[src/rtl/decode_stage.sv]
// RV32 ALU-instruction decode stage: reads the register file, builds the execute-stage
// operand/control bundle and holds it in a valid/ready pipeline register.
module decode_stage (
    input  logic        clk,
    input  logic        rst_n,
    input  logic        flush,
    input  logic [31:0] FD_instr,
    input  logic        FD_valid,
    output logic        FD_ready,
    output logic [4:0]  rs1_addr,
    output logic [4:0]  rs2_addr,
    input  logic [31:0] rs1_data,
    input  logic [31:0] rs2_data,
    output logic [31:0] DE_in1,
    output logic [31:0] DE_in2,
    output logic [3:0]  DE_control,
    output logic [4:0]  DE_rd,
    output logic        DE_reg_write,
    output logic        DE_illegal,
    output logic        DE_valid,
    input  logic        DE_ready,
    output logic [31:0] DE_count
);

    typedef enum logic [3:0] {
        ALU_AND  = 4'b0000,
        ALU_OR   = 4'b0001,
        ALU_ADD  = 4'b0010,
        ALU_SLL  = 4'b0011,
        ALU_SUB  = 4'b0100,
        ALU_SRL  = 4'b0101,
        ALU_MUL  = 4'b0110,
        ALU_XOR  = 4'b0111,
        ALU_SLTU = 4'b1000
    } alu_op_e;

    localparam logic [6:0] OP_R = 7'b0110011;
    localparam logic [6:0] OP_I = 7'b0010011;

    localparam logic [6:0] F7_BASE = 7'b0000000;
    localparam logic [6:0] F7_ALT  = 7'b0100000;
    localparam logic [6:0] F7_MUL  = 7'b0000001;

    logic [6:0]  opcode;
    logic [2:0]  funct3;
    logic [6:0]  funct7;
    logic [4:0]  rd;
    logic [31:0] imm_i;

    logic [31:0] dec_in1;
    logic [31:0] dec_in2;
    alu_op_e     dec_op;
    logic        dec_legal;
    logic [3:0]  dec_control;
    logic        accept;

    assign opcode   = FD_instr[6:0];
    assign rd       = FD_instr[11:7];
    assign funct3   = FD_instr[14:12];
    assign rs1_addr = FD_instr[19:15];
    assign rs2_addr = FD_instr[24:20];
    assign funct7   = FD_instr[31:25];
    assign imm_i    = {{20{FD_instr[31]}}, FD_instr[31:20]};

    assign FD_ready = !flush && (!DE_valid || DE_ready);
    assign accept   = FD_valid && FD_ready;

    // NOTE: every signal written here gets a default first, so no path leaves it unassigned and no latch is inferred.
    always_comb begin
        dec_in1   = '0;
        dec_in2   = '0;
        dec_op    = ALU_ADD;
        dec_legal = 1'b0;
        unique case (opcode)
            OP_R: begin
                dec_in1 = rs1_data;
                dec_in2 = rs2_data;
                unique case (funct7)
                    F7_BASE: begin
                        dec_legal = 1'b1;
                        unique case (funct3)
                            3'b000: dec_op = ALU_ADD;
                            3'b111: dec_op = ALU_AND;
                            3'b110: dec_op = ALU_OR;
                            3'b100: dec_op = ALU_XOR;
                            3'b011: dec_op = ALU_SLTU;
                            3'b001: begin
                                dec_op  = ALU_SLL;
                                dec_in2 = {27'd0, rs2_data[4:0]};
                            end
                            3'b101: begin
                                dec_op  = ALU_SRL;
                                dec_in2 = {27'd0, rs2_data[4:0]};
                            end
                            default: dec_legal = 1'b0;  // SLT
                        endcase
                    end
                    F7_ALT: begin
                        if (funct3 == 3'b000) begin
                            dec_op    = ALU_SUB;
                            dec_legal = 1'b1;
                        end
                    end
                    F7_MUL: begin
                        if (funct3 == 3'b000) begin
                            dec_op    = ALU_MUL;
                            dec_legal = 1'b1;
                        end
                    end
                    default: ;
                endcase
            end
            OP_I: begin
                dec_in1   = rs1_data;
                dec_in2   = imm_i;
                dec_legal = 1'b1;
                unique case (funct3)
                    3'b000: dec_op = ALU_ADD;
                    3'b111: dec_op = ALU_AND;
                    3'b110: dec_op = ALU_OR;
                    3'b100: dec_op = ALU_XOR;
                    3'b011: dec_op = ALU_SLTU;
                    // Shift-immediates are only legal with imm[11:5] clear; SRAI falls out here.
                    3'b001: begin
                        dec_op    = ALU_SLL;
                        dec_legal = (funct7 == F7_BASE);
                        if (dec_legal) dec_in2 = {27'd0, FD_instr[24:20]};
                    end
                    3'b101: begin
                        dec_op    = ALU_SRL;
                        dec_legal = (funct7 == F7_BASE);
                        if (dec_legal) dec_in2 = {27'd0, FD_instr[24:20]};
                    end
                    default: dec_legal = 1'b0;  // SLTI
                endcase
            end
            default: ;
        endcase
    end

    // Illegal instructions travel as a harmless ADD with writeback suppressed.
    assign dec_control = dec_legal ? dec_op : ALU_ADD;

    // NOTE: sequential state uses non-blocking assignments so every register samples pre-edge values.
    always_ff @(posedge clk or negedge rst_n) begin
        if (!rst_n) begin
            DE_in1       <= '0;
            DE_in2       <= '0;
            DE_control   <= '0;
            DE_rd        <= '0;
            DE_reg_write <= 1'b0;
            DE_illegal   <= 1'b0;
            DE_valid     <= 1'b0;
            DE_count     <= '0;
        end else begin
            if (flush) begin
                DE_valid <= 1'b0;
            end else if (accept) begin
                DE_in1       <= dec_in1;
                DE_in2       <= dec_in2;
                DE_control   <= dec_control;
                DE_rd        <= rd;
                DE_reg_write <= dec_legal && (rd != 5'd0);
                DE_illegal   <= !dec_legal;
                DE_valid     <= 1'b1;
            end else if (DE_ready) begin
                DE_valid <= 1'b0;
            end
            if (accept && dec_legal) DE_count <= DE_count + 32'd1;
        end
    end

endmodule
[config.mk]
export PLATFORM = sky130hd
export DESIGN_NAME = decode_stage
export DESIGN_NICKNAME = d
export VERILOG_FILES = /design/src/rtl/decode_stage.sv
export SDC_FILE = /design/constraint.sdc
export NUM_CORES = 1
export LEC_CHECK = 0
export CAP_MARGIN = 20
export CORE_MARGIN = 2
export CORE_UTILIZATION = 37
export DETAILED_ROUTE_END_ITERATION = 8
export MAX_ROUTING_LAYER = met4
export PLACE_DENSITY_LB_ADDON = 0.08
export SLEW_MARGIN = 20
export SYNTH_ARGS = -nofsm -noshare
export SYNTH_HDL_FRONTEND = slang
export SYNTH_SLANG_ARGS = --single-unit
[constraint.sdc]
create_clock -name clk -period 1.9 [get_ports clk]
set_input_delay 0.19 -clock clk [delete_from_list [all_inputs] [get_ports clk]]
set_output_delay 0.19 -clock clk [all_outputs]
set_load 0.02 [all_outputs]
==> impl_metrics.py <==
metrics = {
    "power_and_ir_drop": {
        "power_switching_mw": 1.18,
        "p_seq_frac": 0.479,
        "combPwrFrac": 0.135,
        "ir_worst_vdd_mv": 0.322,
        "p_leak_nw": 3.51,
        "netSwitchingFraction": 0.239,
        "powerDensity_nw_per_um2": 623,
        "p_int_mw": 3.76,
        "clkPwrFrac": 0.385,
    },
    "final_layout": {
        "area_growth_pct": 66.9,
        "final_layout_size_suffix_gt1_frac": 0.178,
        "finalNetCount": 789,
    },
    "timing": {
        "tightest_slew_ns": 0.530,
        "setup_viol": 5,
        "grt_setup_unrepaired": "true",
        "holdWs_ns": 0.215,
        "setup_slack_ns": -0.123,
        "hold_viol_final": 0,
        "clock-skew-final_ns": 0.00662,
        "final.min_clock_period_ns": 2.02,
        "setup_tns_ns": -0.258,
        "fmax_ghz": 0.494,
        "relSlewSlack": 0.646,
        "fin_crit_sh": 1.06,
        "slew_viol_final": 0,
    },
    "clocking": {
        "cts_root_buf": "clkbuf_16",
        "numClockSinks": 108,
        "htreeDepth": 3,
        "worst_skew_pair.late_latency_ns": 0.35,
        "numCtsBuffers": 9,
        "path_clk_slew_ns": 0.07,
        "cts_tree": "done",
        "cts.path.max_buffers": 2,
    },
    "drt": {
        "drt_iter0_markers": 249,
        "ant_nets": 0,
        "wl_um": 14900,
        "firstDrtPassIters": 4,
        "wl_per_cell_um": 17.2,
        "num_vias": 4419,
        "drc_errors": 0,
        "viasPerCell": 5.11,
    },
    "global_route": {
        "grt_overflow": 0,
        "grtUsageMet2": 0.353,
        "busiest_layer": "met2",
        "grt_pass1_wl_um": 24100,
        "met1_usage": 0.284,
        "met3_usage": 0.0511,
        "antenna_found_initial": 1,
        "grt_util_all_layers": 0.224,
        "grt_max_degree": 40,
        "first_global_vias": 4454,
    },
    "synth": {
        "synth_cell_types": 48,
        "synth_top_area_frac": 0.569,
        "synth-main-ff-cell": "dfrtp_1",
        "synth_edf_count": 0,
        "synth_area_um2": 4750,
        "synth.largest_area_cell": "dfrtp_1",
        "ys_ff_latch": 108,
        "yosys-top-cells-area": "dfrtp_1 (57%), a22o_1 (5.9%), a21oi_1 (5.1%)",
        "syn_area_per_cell_um2": 10.7,
        "async_flop_share": 1.00,
        "synth_fp_nets": 548,
        "syn_inst": 446,
        "yosysWarnings": 0,
        "synth_seq_area_share": 0.569,
    },
    "floorplanning": {
        "fp.dieH_um": 117,
        "core_area_um2": 12600,
        "initial_core_util": 0.378,
        "dieArea_um2": 13800,
        "rows": 41,
        "die_w_um": 117,
        "pin_count": 220,
    },
    "setup_path": {
        "cp-startpoint": "DE_valid",
        "crit_path_end": "DE_count[10]",
        "required_ns": 2.13,
        "cp.arrival_ns": 2.26,
        "crit_chain": "or2b_4 -> nand4b_1 -> a211o_1 -> buf_12 -> or4_4 -> xnor2_2",
        "r2r_start": "DE_valid",
        "slowest_stage": "or4_4",
        "crit_fanout": 6,
        "crit_cells": 6,
        "start_kind": "register",
        "max_stage_delay_ns": 0.49,
        "cp_top_family": "simple AND/OR/NAND/NOR gates",
        "r2r_end": "DE_count[10]",
        "r2r_setup_slack_ns": -0.12,
        "path_buf_inv": 1,
        "r2r_cells": 6,
        "critPathKind": "register to register",
        "endpoint_kind": "register",
    },
    "min_path": {
        "hp-class": "input port to register",
        "hold_path_depth": 3,
    },
    "placed_design": {
        "io_buffers": 209,
        "dp_hpwl_um": 10600,
        "gp_congestion": 0.823,
    },
    "run_status": {
        "violations": "setup timing",
        "status": "complete, but fails checks",
    },
    "run": {
        "drv_cap": 0,
    },
}
## registers in the layout, summed over array words and instances, names as in the netlist
register and count:
DE_control 4, DE_count 32, DE_illegal 1, DE_in1 32
DE_in2 32, DE_rd 5, DE_reg_write 1, DE_valid 1
## per-stage QoR
stage	util	setup WS (ns)	area, um^2	power (mW)	cells
after floorplan	-	-0.0605	4830	2.63	446
after global placement	0.588	-0.380	7390	3.07	838
after detailed placement	0.588	-0.458	7390	3.08	838
after CTS	0.616	-0.0856	7750	4.99	860
after global routing	0.631	-0.169	7930	5.15	865
final	0.631	-0.123	7930	4.94	865
## routing by layer
layer	up-vias	routed length, um
met1	2180	6430
li1	2064	-
met2	150	7190
met5	-	0
met3	25	903
met4	0	371
## kinds of logic after synthesis
kind of cell | after synthesis | synth area share
adders and majority gates | 1 | 0.00263
buffers and inverters | 38 | 0.0419
AOI/OAI and AO/OA | 106 | 0.154
and+or+nand+nor | 156 | 0.163
DFF | 108 | 0.569
xor gates and xnor gates | 32 | 0.0590
muxes | 5 | 0.0105
## worst min-delay path by stage
stage	endpoint	slack (ns)	start
global placement	DE_in2[29]	0.18	rst_n
global route	DE_in2[7]	0.31	FD_instr[27]
floorplan	DE_control[0]	-0.11	rst_n
CTS	DE_in2[29]	0.36	rst_n
detailed placement	DE_in2[29]	0.18	rst_n
finish	DE_in2[7]	0.22	FD_instr[27]
## power by group through the flow
| stage | combinational (mW) | clock (mW) | sequential (mW) |
|---|---|---|---|
| 6_report | 0.669 | 1.91 | 2.37 |
| 5_1_grt | 0.721 | 2.06 | 2.37 |
| 4_1_cts | 0.669 | 1.95 | 2.37 |
| 3_5_place_dp | 0.661 | 0 | 2.42 |
| 3_3_place_gp | 0.655 | 0 | 2.41 |
| 2_1_floorplan | 0.156 | 0 | 2.47 |
## synthesized netlist by cell type, types with 6 or more instances
library cell / number
dfrtp_1: 108
nand2_1: 60
a21oi_1: 48
a22o_1: 32
nor2_1: 28
xnor2_1: 22
clkbuf_1: 18
nand3_1: 13
buf_4: 12
nor3_1: 12
xor2_1: 10
o21ai_0: 9
nand4_1: 8
and3_1: 7
a221oi_1: 6
## placed cells by master (no fill, tap or decap), drive strengths merged, types with 2 or more instances in the layout
cell and n:
a21oi 48, a221oi 6, a22o 32, and2 2, and2b 2, and3 8, and4 3, buf 55
clkbuf 10, clkdlybuf4s50 202, clkinv 3, clkinvlp 2, dfrtp 108, dlygate4sd2 2, dlymetal6s2s 4, inv 4
mux2i 5, nand2 60, nand3 13, nand4 9, nand4b 4, nor2 28, nor2b 2, nor3 12
nor4 2, o21ai 9, o22ai 2, or2b 2, or4 3, xnor2 22, xor2 10
## what timing repair did
| action | in CTS | in global routing |
|---|---|---|
| pin swaps | 1 | 17 |
| setup endpoints to repair | 11 | 32 |
| hold endpoints to repair | 28 | 0 |
| buffers inserted | 5 | 4 |
| hold buffers | 1 | 0 |
| resized for setup | 4 | 30 |
## cell type report
cell class              count  area, um^2
fillers                  1058        4640
flip-flops and latches    108        2720
repair buffers            264        2610
multi-input cells         300        2070
clock buffers              10         239
well taps                 172         215
clock inverters             6        63.8
inverters                   4        15.0
diodes                      1        2.50
## worst reg2reg max path, cell delays in order, from the launching register on
cell	delay [ns]
dfrtp_2	0.41
or2b_4	0.20
nand4b_1	0.16
a211o_1	0.36
buf_12	0.15
or4_4	0.49
xnor2_2	0.15
(Power assumes the default switching activity.)
